`config.mk`:
```
export PLATFORM = sky130hd
export DESIGN_NAME = change_dispenser
export DESIGN_NICKNAME = d
export VERILOG_FILES = /design/src/rtl/change_dispenser.sv
export SDC_FILE = /design/constraint.sdc
export NUM_CORES = 1
export LEC_CHECK = 0
export ABC_CLOCK_PERIOD_IN_PS = 5290
export CORE_MARGIN = 1.5
export CORE_UTILIZATION = 55
export DETAILED_ROUTE_END_ITERATION = 12
export PLACE_DENSITY = 0.86
export SYNTH_ARGS = -nofsm -noshare
export SYNTH_HDL_FRONTEND = slang
export SYNTH_SLANG_ARGS = --single-unit
```
`constraint.sdc`:
```
create_clock -name clk -period 5.29 [get_ports clk]
set_clock_uncertainty 0.15 [all_clocks]
set_input_delay 0.529 -clock clk [delete_from_list [all_inputs] [get_ports clk]]
set_output_delay 0.529 -clock clk [all_outputs]
set_load 0.1 [all_outputs]
```
`src/rtl/change_dispenser.sv`:
```
// Greedy coin-change dispenser: ejects 5000/2000/1000/500 coins one at a time from a refillable stock.
// Optional macro CHANGE_ACK_TIMEOUT_EN adds a coin_ack timeout in EJECT.
module change_dispenser #(
  parameter int unsigned INIT_COUNT     = 10,
  parameter int unsigned TIMEOUT_CYCLES = 255
) (
  input  logic        clk,
  input  logic        reset,
  input  logic        start,
  input  logic [15:0] change_amount,
  input  logic        refill,
  input  logic [1:0]  refill_coin,
  output logic        coin_valid,
  output logic [1:0]  coin_out,
  input  logic        coin_ack,
  output logic        busy,
  output logic        done,
  output logic        error,
  output logic [15:0] remaining,
  output logic [3:0]  stock_500,
  output logic [3:0]  stock_1000,
  output logic [3:0]  stock_2000,
  output logic [3:0]  stock_5000
);

  localparam logic [1:0] ST_IDLE   = 2'd0;
  localparam logic [1:0] ST_SELECT = 2'd1;
  localparam logic [1:0] ST_EJECT  = 2'd2;
  localparam logic [1:0] ST_FINISH = 2'd3;

  logic [1:0] state_r;
  logic [1:0] state_s;
  logic [3:0] stock_r [4];
  logic [1:0] pick_s;
  logic       pick_found_s;
  logic       ack_fire_s;
  logic       timeout_s;
  logic [3:0] refill_hit_s;
  logic [3:0] stock_dec_s;

  function automatic logic [15:0] coin_value(input logic [1:0] code);
    case (code)
      2'b00:   coin_value = 16'd500;
      2'b01:   coin_value = 16'd1000;
      2'b10:   coin_value = 16'd2000;
      default: coin_value = 16'd5000;
    endcase
  endfunction

  assign ack_fire_s   = coin_valid && coin_ack && (state_r == ST_EJECT);
  assign refill_hit_s = refill ? (4'b0001 << refill_coin) : 4'b0000;
  assign stock_dec_s  = ack_fire_s ? (4'b0001 << coin_out) : 4'b0000;

  assign stock_500  = stock_r[0];
  assign stock_1000 = stock_r[1];
  assign stock_2000 = stock_r[2];
  assign stock_5000 = stock_r[3];

  // Largest denomination that fits the remaining amount and is in stock
  always_comb begin
    pick_found_s = 1'b1;
    pick_s       = 2'b00;
    if (remaining >= 16'd5000 && stock_r[3] != 4'd0) begin
      pick_s = 2'b11;
    end else if (remaining >= 16'd2000 && stock_r[2] != 4'd0) begin
      pick_s = 2'b10;
    end else if (remaining >= 16'd1000 && stock_r[1] != 4'd0) begin
      pick_s = 2'b01;
    end else if (remaining >= 16'd500 && stock_r[0] != 4'd0) begin
      pick_s = 2'b00;
    end else begin
      pick_found_s = 1'b0;
    end
  end

`ifdef CHANGE_ACK_TIMEOUT_EN
  logic [7:0] tmo_cnt_r;

  // Cycles spent waiting for coin_ack in EJECT
  always_ff @(posedge clk or posedge reset) begin
    if (reset) begin
      tmo_cnt_r <= 8'd0;
    end else if (state_r == ST_EJECT) begin
      tmo_cnt_r <= tmo_cnt_r + 8'd1;
    end else begin
      tmo_cnt_r <= 8'd0;
    end
  end

  assign timeout_s = (state_r == ST_EJECT) && !coin_ack &&
                     (tmo_cnt_r == 8'(TIMEOUT_CYCLES - 32'd1));
`else
  assign timeout_s = 1'b0;
`endif

  // Next-state decode
  always_comb begin
    state_s = state_r;
    case (state_r)
      ST_IDLE: begin
        if (start) state_s = ST_SELECT;
        else       state_s = ST_IDLE;
      end
      ST_SELECT: begin
        if (pick_found_s) state_s = ST_EJECT;
        else              state_s = ST_FINISH;
      end
      ST_EJECT: begin
        if (ack_fire_s)     state_s = ST_SELECT;
        else if (timeout_s) state_s = ST_FINISH;
        else                state_s = ST_EJECT;
      end
      ST_FINISH: state_s = ST_IDLE;
      default:   state_s = ST_IDLE;
    endcase
  end

  // Control state and registered request outputs
  always_ff @(posedge clk or posedge reset) begin
    if (reset) begin
      state_r    <= ST_IDLE;
      busy       <= 1'b0;
      coin_valid <= 1'b0;
      done       <= 1'b0;
      coin_out   <= 2'b00;
      remaining  <= 16'd0;
      error      <= 1'b0;
    end else begin
      state_r    <= state_s;
      busy       <= (state_s != ST_IDLE);
      coin_valid <= (state_s == ST_EJECT);
      done       <= (state_s == ST_FINISH);
      case (state_r)
        ST_IDLE: begin
          if (start) begin
            remaining <= change_amount;
            error     <= 1'b0;
          end
        end
        ST_SELECT: begin
          if (pick_found_s) coin_out <= pick_s;
          else if (remaining != 16'd0) error <= 1'b1;
        end
        ST_EJECT: begin
          if (ack_fire_s) remaining <= remaining - coin_value(coin_out);
          else if (timeout_s) error <= 1'b1;
        end
        default: ;
      endcase
    end
  end

  // Stock counters; a refill and an eject on the same denomination cancel out
  always_ff @(posedge clk or posedge reset) begin
    if (reset) begin
      for (int i = 0; i < 4; i++) stock_r[i] <= 4'(INIT_COUNT);
    end else begin
      for (int i = 0; i < 4; i++) begin
        if (stock_dec_s[i] && !refill_hit_s[i]) begin
          stock_r[i] <= stock_r[i] - 4'd1;
        end else if (refill_hit_s[i] && !stock_dec_s[i] && stock_r[i] != 4'd15) begin
          stock_r[i] <= stock_r[i] + 4'd1;
        end
      end
    end
  end

endmodule

```
After elaboration in Yosys (flattened, before gate mapping)
Index checks and enable logic that the tools add are counted.
{ "classes": {"n_addsub": 9, "order_cmp": 4, "eq_ne": 15, "shifts": 2, "mux": 31, "reduce_logical": 43} }
{ "ops": {"columns": ["cell", "n"], "rows": [
  ["$mux 16", 4],
  ["$mux 4", 10],
  ["$pmux 13 s3", 1],
  ["$pmux 16 s2", 1],
  ["$logic_and 1x1->1", 18],
  ["$add 4x1->4 const B", 4],
  ["$ge 16x10->1 const B", 1],
  ["$ge 16x11->1 const B", 1],
  ["$ge 16x13->1 const B", 1],
  ["$ge 16x9->1 const B", 1],
  ["$ne 4x4->1 const B", 4],
  ["$reduce_bool 16->1", 1],
  ["$reduce_bool 4->1", 4],
  ["$sub 16x16->16", 1],
  ["$sub 4x1->4 const B", 4],
  ["$reduce_bool 2->1", 7],
  ["$eq 2x2->1 const B", 5],
  ["$mux 1", 10],
  ["$logic_not 1->1", 8],
  ["$ne 2x2->1 const B", 4],
  ["$pmux 2 s4", 1],
  ["$shl 1x2->4 const A", 2],
  ["$mux 2", 3],
  ["$eq 2x1->1 const B", 2],
  ["5 further kinds", 6]
]} }
{ "totals": {"register_bits": 40, "input_bits": 23, "output_inout_bits": 38, "elab_cells": 115} }

Longest topological paths before layout
Gate-level depths: netlist of the first run.
{ "logic_depth": {"word_depth": 9, "depth_mapped": 11, "mapped_depth_nobuf": 10} }

Worst setup path after synthesis of the first run
OpenSTA, ideal clock, no wires.
{ "synth_timing": {"path_kind": "register to register", "startpoint": "reg coin_out[0]", "endpoint": "reg remaining[12]", "setup_ns": 0.071, "arrival_time_ns": 2.862, "required_time_ns": 5.069, "path_slack_ns": 2.207, "path_stages_with_launch": 10, "path_buffers": 0, "synth_period_minus_slack_ns": 3.083, "cell_sequence": "dfrtp_1 > nor2_1 > ha_1 > fa_1 > nor2b_1 > o31a_1 > or2_1 > a31oi_1 > or4_1 > nand3_1"} }
{ "synth_via": {"elab_chain_len": 7, "word_cells_on_any_way": 9, "classes_between": "add/sub (1); eq/ne (2); mux (5); reduce/logical (1)"} }
{ "synth_rtl": {"columns": ["element", "line_no", "source"], "rows": [
  ["start: declaration", "14", "output logic [1:0] coin_out,"],
  ["start signal: assignment", "141", "if (pick_found_s) coin_out <= pick_s;"],
  ["$eq 2x2->1 (tied with other cells)", "42", "case (code)"],
  ["$pmux 13 s3 *", "42", null],
  ["$mux 16 *", "145", "if (ack_fire_s) remaining <= remaining - coin_value(coin_out);"],
  ["$mux 16 *", "133", "case (state_r)"],
  ["$sub 16x16->16 *", "145", null],
  ["$mux 16 *", "145", null],
  ["$pmux 16 s2 *", "133", null],
  ["end signal: assignment", "136", "remaining <= change_amount;"],
  ["end signal: assignment", "145", null],
  ["end: declaration", "19", "output logic [15:0] remaining,"]
]} }
Mark *: on every way between the ends. The rest lies on a longest branch, timed or not. The select of a mux whose other input is x is not followed.
A chain may end at the register's enable or synchronous reset.

Final worst setup path of the first run
{ "layout_timing": {"startpoint": "in coin_ack", "endpoint": "reg stock_r, in the netlist stock_1000[3]"} }
{ "layout_via": {"elab_chain_len": 7, "word_cells_on_any_way": 9, "classes_between": "mux (2); reduce/logical (7)"} }
{ "layout_rtl": {"columns": ["element", "line_no", "source"], "rows": [
  ["start: declaration", "15", "input logic coin_ack,"],
  ["$logic_and 1x1->1 * (2 in series)", "50", "assign ack_fire_s = coin_valid && coin_ack && (state_r == ST_EJECT);"],
  ["$mux 4 *", "52", "assign stock_dec_s = ack_fire_s ? (4'b0001 << coin_out) : 4'b0000;"],
  ["$logic_not 1->1", "161", "end else if (refill_hit_s[i] && !stock_dec_s[i] && stock_r[i] != 4'd15) begin"],
  ["$logic_and 1x1->1 (2 in series)", "161", null],
  ["$reduce_bool 2->1 (no source line)", null, null],
  ["end signal: indexed assignment", "160", "stock_r[i] <= stock_r[i] - 4'd1;"],
  ["end signal: indexed assignment", "162", "stock_r[i] <= stock_r[i] + 4'd1;"],
  ["end: declaration", "33", "logic [3:0] stock_r [4];"]
]} }
Mark *: on every way between the ends. The rest lies on a longest branch, timed or not.

==> results.py, run 1 <==
metrics = {
    "clock_network": {
        "cts-buffers-inserted": 5,
        "cts_setup_buffers": 0,
        "cts_resized": 0,
        "htreeDepth": 2,
        "hold_buffers": 0,
        "cts_root_buf": "clkbuf_8",
        "clock_path_buffers": 2,
        "clk_pin_slew_worst_paths_ns": 0.08,
        "cts.sinks": 40,
        "clk_latency_ns": 0.30,
        "cts_tree": "done",
    },
    "logic_synthesis": {
        "synth_fp_nets": 366,
        "synth_area_per_cell_um2": 8.793,
        "synth-simple-area-share": 0.2214,
        "syn_area_um2": 2831,
        "synth-adder-area-share": 0.1061,
        "ys_warn_count": 0,
        "synth_top_family_by_area": "simple AND/OR/NAND/NOR gates",
        "ys_ff_latch": 40,
        "synth_compound_area_frac": 0.2192,
        "yosysUniqueCellTypes": 59,
        "yosysSeqAreaShare": 0.3570,
        "ys_async_sr_fraction": 1.000,
        "synth_xor_area_frac": 0.02784,
        "syn-instance-count": 322,
        "synthMuxAreaShare": 0.02254,
        "synthFlopType": "dfrtp_1",
        "synth_edf_count": 0,
    },
    "setup_path": {
        "end_kind": "flip-flop",
        "worst-r2r-cell-count": 9,
        "crit_path_top_delay_cell": "clkdlybuf4s50_1",
        "critPathBufInv": 2,
        "critical-path-top-delay-family": "simple AND/OR/NAND/NOR gates",
        "cpPeakStageDelay_ns": 0.50,
        "regToRegStartpoint": "coin_out[0]",
        "critPathKind": "in -> reg",
        "r2r_setup_slack_ns": 2.44,
        "crit_chain": "clkdlybuf4s50_1 > and4b_1 > nand3b_1 > or2_2 > inv_1 > ha_1 > a21o_1 > a21oi_1 > nor2b_1 > o21ai_0 > o31a_1",
        "crit_path_start_kind": "primary input",
        "r2r-end": "remaining[12]",
        "cp_max_fo": 6,
        "cp.arrival_ns": 2.99,
        "cp.required_ns": 5.37,
    },
    "timing": {
        "final.period_utilization": 0.5493,
        "maxSlewHeadroom": 0.3442,
        "rsz0062_at_grt": "false",
        "finalSetupViolCount": 0,
        "setup_tns_ns": 0,
        "fmax_mhz": 344.1,
        "hold_viol": 0,
        "slew_violations": 0,
        "fin_hold_ws_ns": 0.3845,
        "tightest_slew_ns": 0.9807,
        "min_period_ns": 2.906,
    },
    "global_route": {
        "grt_pass1_vias": 2566,
        "gr-usage-all-layers": 0.2757,
        "grt_antenna_before_repair": 0,
        "grt_max_degree": 41,
        "grt-ovfl-total": 0,
        "grt_pass1_wl_um": 11850,
    },
    "placed_design": {
        "hpwl_um": 5074,
        "io_buffer_count": 60,
        "dpl.cell_count": 439,
        "routabilityCongestion": 0.8777,
    },
    "worst_hold_path": {
        "min_path_type": "reg -> reg",
        "hp-start": "stock_2000[3]",
        "min_path_cells": 2,
        "min_to": "stock_2000[3]",
    },
    "cells_and_area": {
        "diodes": 0,
        "stdcell_count": 447,
        "nets": 423,
        "synthToLayoutAreaGrowth_pct": 27.35,
        "nFillCells": 378,
        "drive_gt1_frac": 0.07895,
        "ff_latch_area_um2": 1011,
        "multi_input_area_um2": 1690,
    },
    "drt": {
        "routedWlPerCell_um": 15.82,
        "drc": 0,
        "initialDrtViolationCount": 157,
        "routed_wl_um": 7071,
        "drtAntennaViolNets": 0,
        "viasPerCell": 5.953,
        "drt_pass1_iterations": 5,
        "via_count": 2661,
    },
    "floorplan": {
        "coreArea_um2": 4848,
        "die_area_um2": 5588,
        "io_pins": 61,
        "start_util": 0.5840,
        "chipWidth_um": 74.75,
        "die_h_um": 74.75,
        "row_count": 25,
    },
    "outcome": {
        "outcome": "completed",
    },
    "flow_run": {
        "maxCapViolations": 0,
    },
}
[area by class of cell]
class,count,area share
clock inverter,1,0.008328
inverter,23,0.02394
sequential,40,0.2804
multi-input combinational,248,0.4688
timing repair buffer,61,0.1686
tap,67,0.02325
clock buffer,7,0.02672
[logic make-up after synthesis]
group | count (synthesis)
AND/OR/NAND/NOR | 115
XOR/XNOR | 9
flip-flops | 40
adder cells (fa/ha/maj) | 21
AO/OA/AOI/OAI | 97
buffers and inverters | 34
multiplexers | 6
[registers in the layout, indices dropped and copies added, names as in the netlist, 2 cells and up]
name	count
remaining	16
stock_1000	4
stock_2000	4
stock_5000	4
stock_500	4
coin_out	2
state_r	2
[worst min-delay path: stages (launching register included)]
cell and delay [ns]:
dfstp_2 0.39, o221ai_1 0.06, o21ai_0 0.08
[how the worst max path moves through the flow]
stage                     to   startpoint  cells past startpoint  slack [ns]
4_1_cts        stock_1000[3]     coin_ack                     11        2.39
5_1_grt        stock_1000[3]     coin_ack                     11        2.14
2_1_floorplan  remaining[12]  coin_out[0]                      9        2.21
3_3_place_gp   stock_1000[3]     coin_ack                     11        2.19
6_report       stock_1000[3]     coin_ack                     11        2.38
3_5_place_dp   stock_1000[3]     coin_ack                     11        2.07
[placed cells by master (no fill, tap or decap), types with 5 or more instances in the layout]
cell type        synthesis  final
inv_1                   23     23
a21o_1                   8      8
a21oi_1                 27     27
nand2b_1                 5      5
nor2b_1                  6      6
and3_1                   7      7
and2_1                   5      5
nand3_1                 14     14
nand2_1                 21     21
clkbuf_8                 0      7
xor2_1                   5      5
dfstp_2                  8      8
fa_1                     5      5
ha_1                    16     16
nor2_1                  24     24
nor4_1                   5      5
clkdlybuf4s50_1          0     60
nor3_1                   5      5
dfrtp_1                 32     32
o21ai_0                 24     24
[metrics by stage]
step                      cell area [µm²]    util  worst slack, ns
after CTS                            3606  0.7437            2.386
final                                3606  0.7437            2.384
after floorplan                      2831       -            2.207
after detailed placement             3480  0.7177            2.067
after global routing                 3606  0.7437            2.141
after global placement               3480  0.7177            2.186
[synthesized netlist by cell type (4+ instances only)]
master	instances	area, µm²
a211oi_1	4	30.03
a21o_1	8	60.06
a21oi_1	27	135.1
and2_1	5	31.28
and3_1	7	43.79
clkbuf_1	9	33.78
dfrtp_1	32	800.8
dfstp_2	8	210.2
fa_1	5	100.1
ha_1	16	200.2
inv_1	23	86.33
nand2_1	21	78.83
nand2b_1	5	31.28
nand3_1	14	70.07
nor2_1	24	90.09
nor2b_1	6	37.54
nor3_1	5	25.02
nor4_1	5	31.28
o21ai_0	24	120.1
o31a_1	4	35.03
or4_1	4	30.03
xnor2_1	4	35.03
xor2_1	5	43.79
[routing by layer]
layer | share of wire | GRT usage | up-vias
met1 | 0.43 | 0.3532 | 1260
li1 | - | - | 1291
met3 | 0.063 | 0.04953 | 16
met5 | 0 | 0 | -
met2 | 0.48 | 0.4544 | 94
met4 | 0.027 | 0.1293 | 0
Power of run 1 is left out: the tool's default activity adds up to more than one toggle a clock period on the data nets, which glitch-free logic cannot reach.
==> run 2: changes to the inputs <==
==> config.mk (replaced) <==
export PLATFORM = sky130hd
export DESIGN_NAME = change_dispenser
export DESIGN_NICKNAME = d
export VERILOG_FILES = /design/src/rtl/change_dispenser.sv
export SDC_FILE = /design/constraint.sdc
export NUM_CORES = 1
export LEC_CHECK = 0
export ABC_CLOCK_PERIOD_IN_PS = 3050
export CORE_MARGIN = 1.5
export CORE_UTILIZATION = 51
export DETAILED_ROUTE_END_ITERATION = 12
export PLACE_DENSITY = 0.8
export SYNTH_ARGS = -nofsm -noshare
export SYNTH_HDL_FRONTEND = slang
export SYNTH_SLANG_ARGS = --single-unit
==> constraint.sdc (replaced) <==
create_clock -name clk -period 3.05 [get_ports clk]
set_clock_uncertainty 0.15 [all_clocks]
set_input_delay 0.305 -clock clk [delete_from_list [all_inputs] [get_ports clk]]
set_output_delay 0.305 -clock clk [all_outputs]
set_load 0.1 [all_outputs]
==> run 2 against run 1 <==
Compared with the run above: final cell count rose by 1.8%; global-route usage fell by 3.0 points; die area rose by 7.5%; register-to-register slack got worse by 2.1 ns; critical path depth fell by 2; first-iteration DRC count rose by 13%; via count fell by 0.26%; setup slack got worse by 2.0 ns; final area fell by 2.4%; flip-flop and latch count did not move; sequential share of layout area rose by 0.72 points; non-clock buffer count rose by 5; critical endpoint is now remaining[12]; largest cell class unchanged.
==> results.py, run 2 (same netlist as run 1, synthesis figures left out) <==
metrics = {
    "drt": {
        "drt_pass1_iterations": 4,
        "via_count": 2654,
        "drc": 0,
        "viasPerCell": 5.833,
        "routed_wl_um": 6959,
        "initialDrtViolationCount": 178,
        "routedWlPerCell_um": 15.29,
        "drtAntennaViolNets": 0,
    },
    "timing": {
        "maxSlewHeadroom": 0.5080,
        "final.period_utilization": 0.8882,
        "tightest_slew_ns": 0.7380,
        "min_period_ns": 2.709,
        "finalSetupViolCount": 0,
        "fmax_mhz": 369.1,
        "setup_tns_ns": 0,
        "rsz0062_at_grt": "false",
        "slew_violations": 0,
        "fin_hold_ws_ns": 0.2792,
        "hold_viol": 0,
    },
    "clock_network": {
        "cts_root_buf": "clkbuf_8",
        "cts-buffers-inserted": 5,
        "hold_buffers": 0,
        "clk_pin_slew_worst_paths_ns": 0.08,
        "clock_path_buffers": 2,
        "cts_setup_buffers": 0,
        "cts.sinks": 40,
        "htreeDepth": 2,
        "cts_tree": "done",
        "clk_latency_ns": 0.30,
        "cts_resized": 0,
    },
    "setup_path": {
        "worstSetupPathDepth": 9,
        "cp_max_fo": 8,
        "startpoint": "coin_out[1]",
        "endpoint": "remaining[12]",
        "r2r_setup_slack_ns": 0.34,
        "cpPeakStageDelay_ns": 0.54,
        "crit_path_start_kind": "flip-flop",
        "cp.required_ns": 3.14,
        "worst-r2r-cell-count": 9,
        "cp.arrival_ns": 2.80,
        "r2r-end": "remaining[12]",
        "end_kind": "flip-flop",
        "regToRegStartpoint": "coin_out[1]",
        "critPathBufInv": 0,
        "critical-path-top-delay-family": "simple AND/OR/NAND/NOR gates",
        "crit_chain": "nor2_1 > ha_1 > fa_1 > nor2b_1 > o31a_1 > or2_1 > a31oi_1 > or4_1 > nand3_1",
        "critPathKind": "reg -> reg",
        "crit_path_top_delay_cell": "dfrtp_1",
    },
    "global_route": {
        "gr-usage-all-layers": 0.2460,
        "use_met2": 0.3982,
        "grt-ovfl-total": 0,
        "grt-busiest-layer": "met2",
        "grt_antenna_before_repair": 0,
        "grt_pass1_vias": 2602,
        "grt_pass1_wl_um": 11960,
        "grt_max_degree": 41,
        "grtUsageMet1": 0.3341,
        "grt_util_met3": 0.04353,
    },
    "cells_and_area": {
        "nets": 428,
        "synthToLayoutAreaGrowth_pct": 24.30,
        "diodes": 0,
        "regMostFlops": "remaining",
        "layout.cells.most_common_list": "buf_4 (44), dfrtp_1 (31), a21oi_1 (27)",
        "final_common_cell": "buf_4",
        "nFillCells": 457,
        "drive_gt1_frac": 0.1922,
        "fin_util": 0.6720,
        "largest_reg_flops": 16,
    },
    "placed_design": {
        "routabilityCongestion": 0.8763,
        "hpwl_um": 5133,
        "io_buffer_count": 60,
    },
    "outcome": {
        "outcome": "completed",
    },
    "floorplan": {
        "io_pins": 61,
        "row_count": 26,
        "die_area_um2": 6008,
        "start_util": 0.5406,
        "coreArea_um2": 5238,
        "die_h_um": 77.51,
        "chipWidth_um": 77.51,
    },
    "flow_run": {
        "maxCapViolations": 0,
    },
    "worst_hold_path": {
        "min_path_type": "in -> async",
    },
}
-- run 2: layout make-up --
cell class | count | area [µm²] | share of cell area
Multi-Input combinational cell | 248 | 1690 | 0.4803
Sequential cell | 40 | 1012 | 0.2876
Timing Repair Buffer | 66 | 550.5 | 0.1564
Tap cell | 70 | 87.58 | 0.02488
Inverter | 23 | 86.33 | 0.02453
Clock buffer | 6 | 82.58 | 0.02346
Clock inverter | 2 | 10.01 | 0.002844
-- run 2: worst min path at each step --
| stage | to | slack, ns |
|---|---|---|
| 2_1_floorplan | remaining[5] | 0.30 |
| 3_3_place_gp | error | 0.36 |
| 3_5_place_dp | remaining[0] | 0.37 |
| 4_1_cts | stock_2000[0] | 0.32 |
| 5_1_grt | stock_2000[0] | 0.34 |
| 6_report | state_r[0] | 0.28 |
-- run 2: worst reg2reg max path, delay by kind of cell, from the launching register on --
kind | cells | cell delay, ns
AND/OR/NAND/NOR | 5 | 1.03
adder cells (fa/ha/maj) | 2 | 0.61
flip-flops | 1 | 0.54
AO/OA/AOI/OAI | 2 | 0.31
-- run 2: through the flow --
stage	area, µm²	instances	setup WS (ns)
final	3520	455	0.3411
after global routing	3520	455	0.1596
after CTS	3520	455	0.3674
after detailed placement	3427	447	0.09141
after global placement	3427	447	0.1726
after floorplan	2833	322	0.004208
-- run 2: metal layers --
layer  up-vias  part of all wire
met4         0             0.013
met1      1279              0.47
met5         -                 0
met3         9             0.052
met2        72              0.47
li1       1294                 -
Power of run 2 is left out for the same reason.
==> run 3: changes to the inputs <==
--- a/config.mk
+++ b/config.mk
@@ -9,7 +9,8 @@
 export CORE_MARGIN = 1.5
 export CORE_UTILIZATION = 51
 export DETAILED_ROUTE_END_ITERATION = 12
-export PLACE_DENSITY = 0.8
+export PLACE_DENSITY = 0.91
+export SKIP_CTS_REPAIR_TIMING = 1
 export SYNTH_ARGS = -nofsm -noshare
 export SYNTH_HDL_FRONTEND = slang
 export SYNTH_SLANG_ARGS = --single-unit
==> run 3 against run 2 <==
Compared with the run above: register-to-register slack got worse by 0.05 ns; global-route usage fell by 0.33 points; final area fell by 0.18%; utilization fell by 0.12 points; maximum frequency fell by 2.0%; critical endpoint is now stock_1000[3]; first-iteration DRC count rose by 42%; setup slack got worse by 0.054 ns; wire length barely moved.
==> results.py, run 3 (same netlist as run 1, synthesis figures left out) <==
metrics = {
    "setup_path": {
        "cp.arrival_ns": 2.84,
        "cp.required_ns": 3.13,
        "end_kind": "flip-flop",
        "crit_path_start_kind": "flip-flop",
        "critPathKind": "reg -> reg",
        "cp_max_fo": 12,
    },
    "cells_and_area": {
        "stdcell_area_um2": 3513,
        "synthToLayoutAreaGrowth_pct": 24.08,
        "layout.cells.most_common_list": "buf_4 (43), dfrtp_1 (31), a21oi_1 (27)",
        "nets": 427,
        "final_common_cell": "buf_4",
        "drive_gt1_frac": 0.1927,
        "largest_reg_flops": 16,
        "diodes": 0,
        "regMostFlops": "remaining",
        "nFillCells": 429,
    },
    "floorplan": {
        "row_count": 26,
        "io_pins": 61,
        "coreArea_um2": 5238,
        "die_area_um2": 6008,
        "die_h_um": 77.51,
        "start_util": 0.5406,
        "chipWidth_um": 77.51,
    },
    "timing": {
        "min_period_ns": 2.763,
        "fmax_mhz": 361.9,
        "maxSlewHeadroom": 0.5055,
        "hold_viol": 0,
        "setup_tns_ns": 0,
        "finalSetupViolCount": 0,
        "rsz0062_at_grt": "false",
        "tightest_slew_ns": 0.7417,
        "final.period_utilization": 0.9059,
        "slew_violations": 0,
    },
    "clock_network": {
        "cts.sinks": 40,
        "cts_root_buf": "clkbuf_8",
        "clock_path_buffers": 2,
        "cts-buffers-inserted": 5,
        "clk_latency_ns": 0.30,
        "htreeDepth": 2,
        "clk_pin_slew_worst_paths_ns": 0.08,
        "cts_tree": "done",
    },
    "global_route": {
        "grt_pass1_wl_um": 11740,
        "grt_pass1_vias": 2481,
        "grt-ovfl-total": 0,
        "use_met2": 0.4018,
        "grt_antenna_before_repair": 0,
        "grtUsageMet1": 0.3221,
        "grt_max_degree": 41,
        "grt_util_met3": 0.04353,
        "grt-busiest-layer": "met2",
        "gr-usage-all-layers": 0.2427,
    },
    "drt": {
        "initialDrtViolationCount": 253,
        "drtAntennaViolNets": 0,
        "routed_wl_um": 6965,
        "drt_pass1_iterations": 5,
        "drc": 0,
        "via_count": 2701,
        "routedWlPerCell_um": 15.34,
        "viasPerCell": 5.949,
    },
    "placed_design": {
        "io_buffer_count": 60,
        "hpwl_um": 5110,
        "dpl-instance-area_um2": 3420,
        "routabilityCongestion": 0.8723,
    },
    "flow_run": {
        "maxCapViolations": 0,
    },
    "outcome": {
        "outcome": "completed",
    },
    "worst_hold_path": {
        "min_path_type": "in -> async",
    },
}
-- run 3: cell types whose count changed in the layout (fill, tap and decap cells not counted), sizes merged --
cell / change
buf: -1
-- run 3: final timing paths --
kind	startpoint	endpoint	slack, ns	cells past startpoint
worst max-delay path	state_r[0]	stock_1000[3]	0.29	10
worst min-delay path	reset	stock_2000[0]	0.30	3
worst max register to register	state_r[0]	stock_1000[3]	0.29	10
worst min register to register	error	error	0.38	2
max in group asynchronous	reset	coin_out[0]	2.06	3
min in group clk	error	error	0.38	2
-- run 3: critical path: stages, from the launching register on --
cell and delay (ns):
dfrtp_1 0.50, and4b_2 0.41, nand3b_1 0.11, or2_2 0.34, inv_1 0.09, ha_1 0.22
a21o_1 0.17, a21oi_1 0.20, nor2b_1 0.22, o21ai_0 0.15, o31a_1 0.12
-- run 3: metal layers --
| metal | routed length [µm] | vias up | part of all wire |
|---|---|---|---|
| li1 | - | 1299 | - |
| met1 | 2996 | 1270 | 0.43 |
| met2 | 3325 | 123 | 0.48 |
| met3 | 542 | 9 | 0.078 |
| met4 | 102 | 0 | 0.015 |
| met5 | 0 | - | 0 |
-- run 3: cell type report --
class / count / area [µm²] / share of cell area
inverter: 23 / 86.33 / 0.02457
clock inverter: 2 / 10.01 / 0.002849
clock buffer: 6 / 82.58 / 0.02350
timing repair buffer: 65 / 543.0 / 0.1546
tap: 70 / 87.58 / 0.02493
multi-input combinational: 248 / 1692 / 0.4815
sequential: 40 / 1012 / 0.2881
-- run 3: through the flow --
stage	hold WS, ns	instances	util	worst slack [ns]
floorplan	0.3036	322	-	0.004208
global placement	0.3599	446	0.6529	0.1785
detailed placement	0.3803	446	0.6529	0.06446
CTS	0.3188	454	0.6706	0.2753
global route	0.3706	454	0.6708	0.02408
finish	0.2980	454	0.6708	0.2871
Power of run 3 is left out for the same reason.
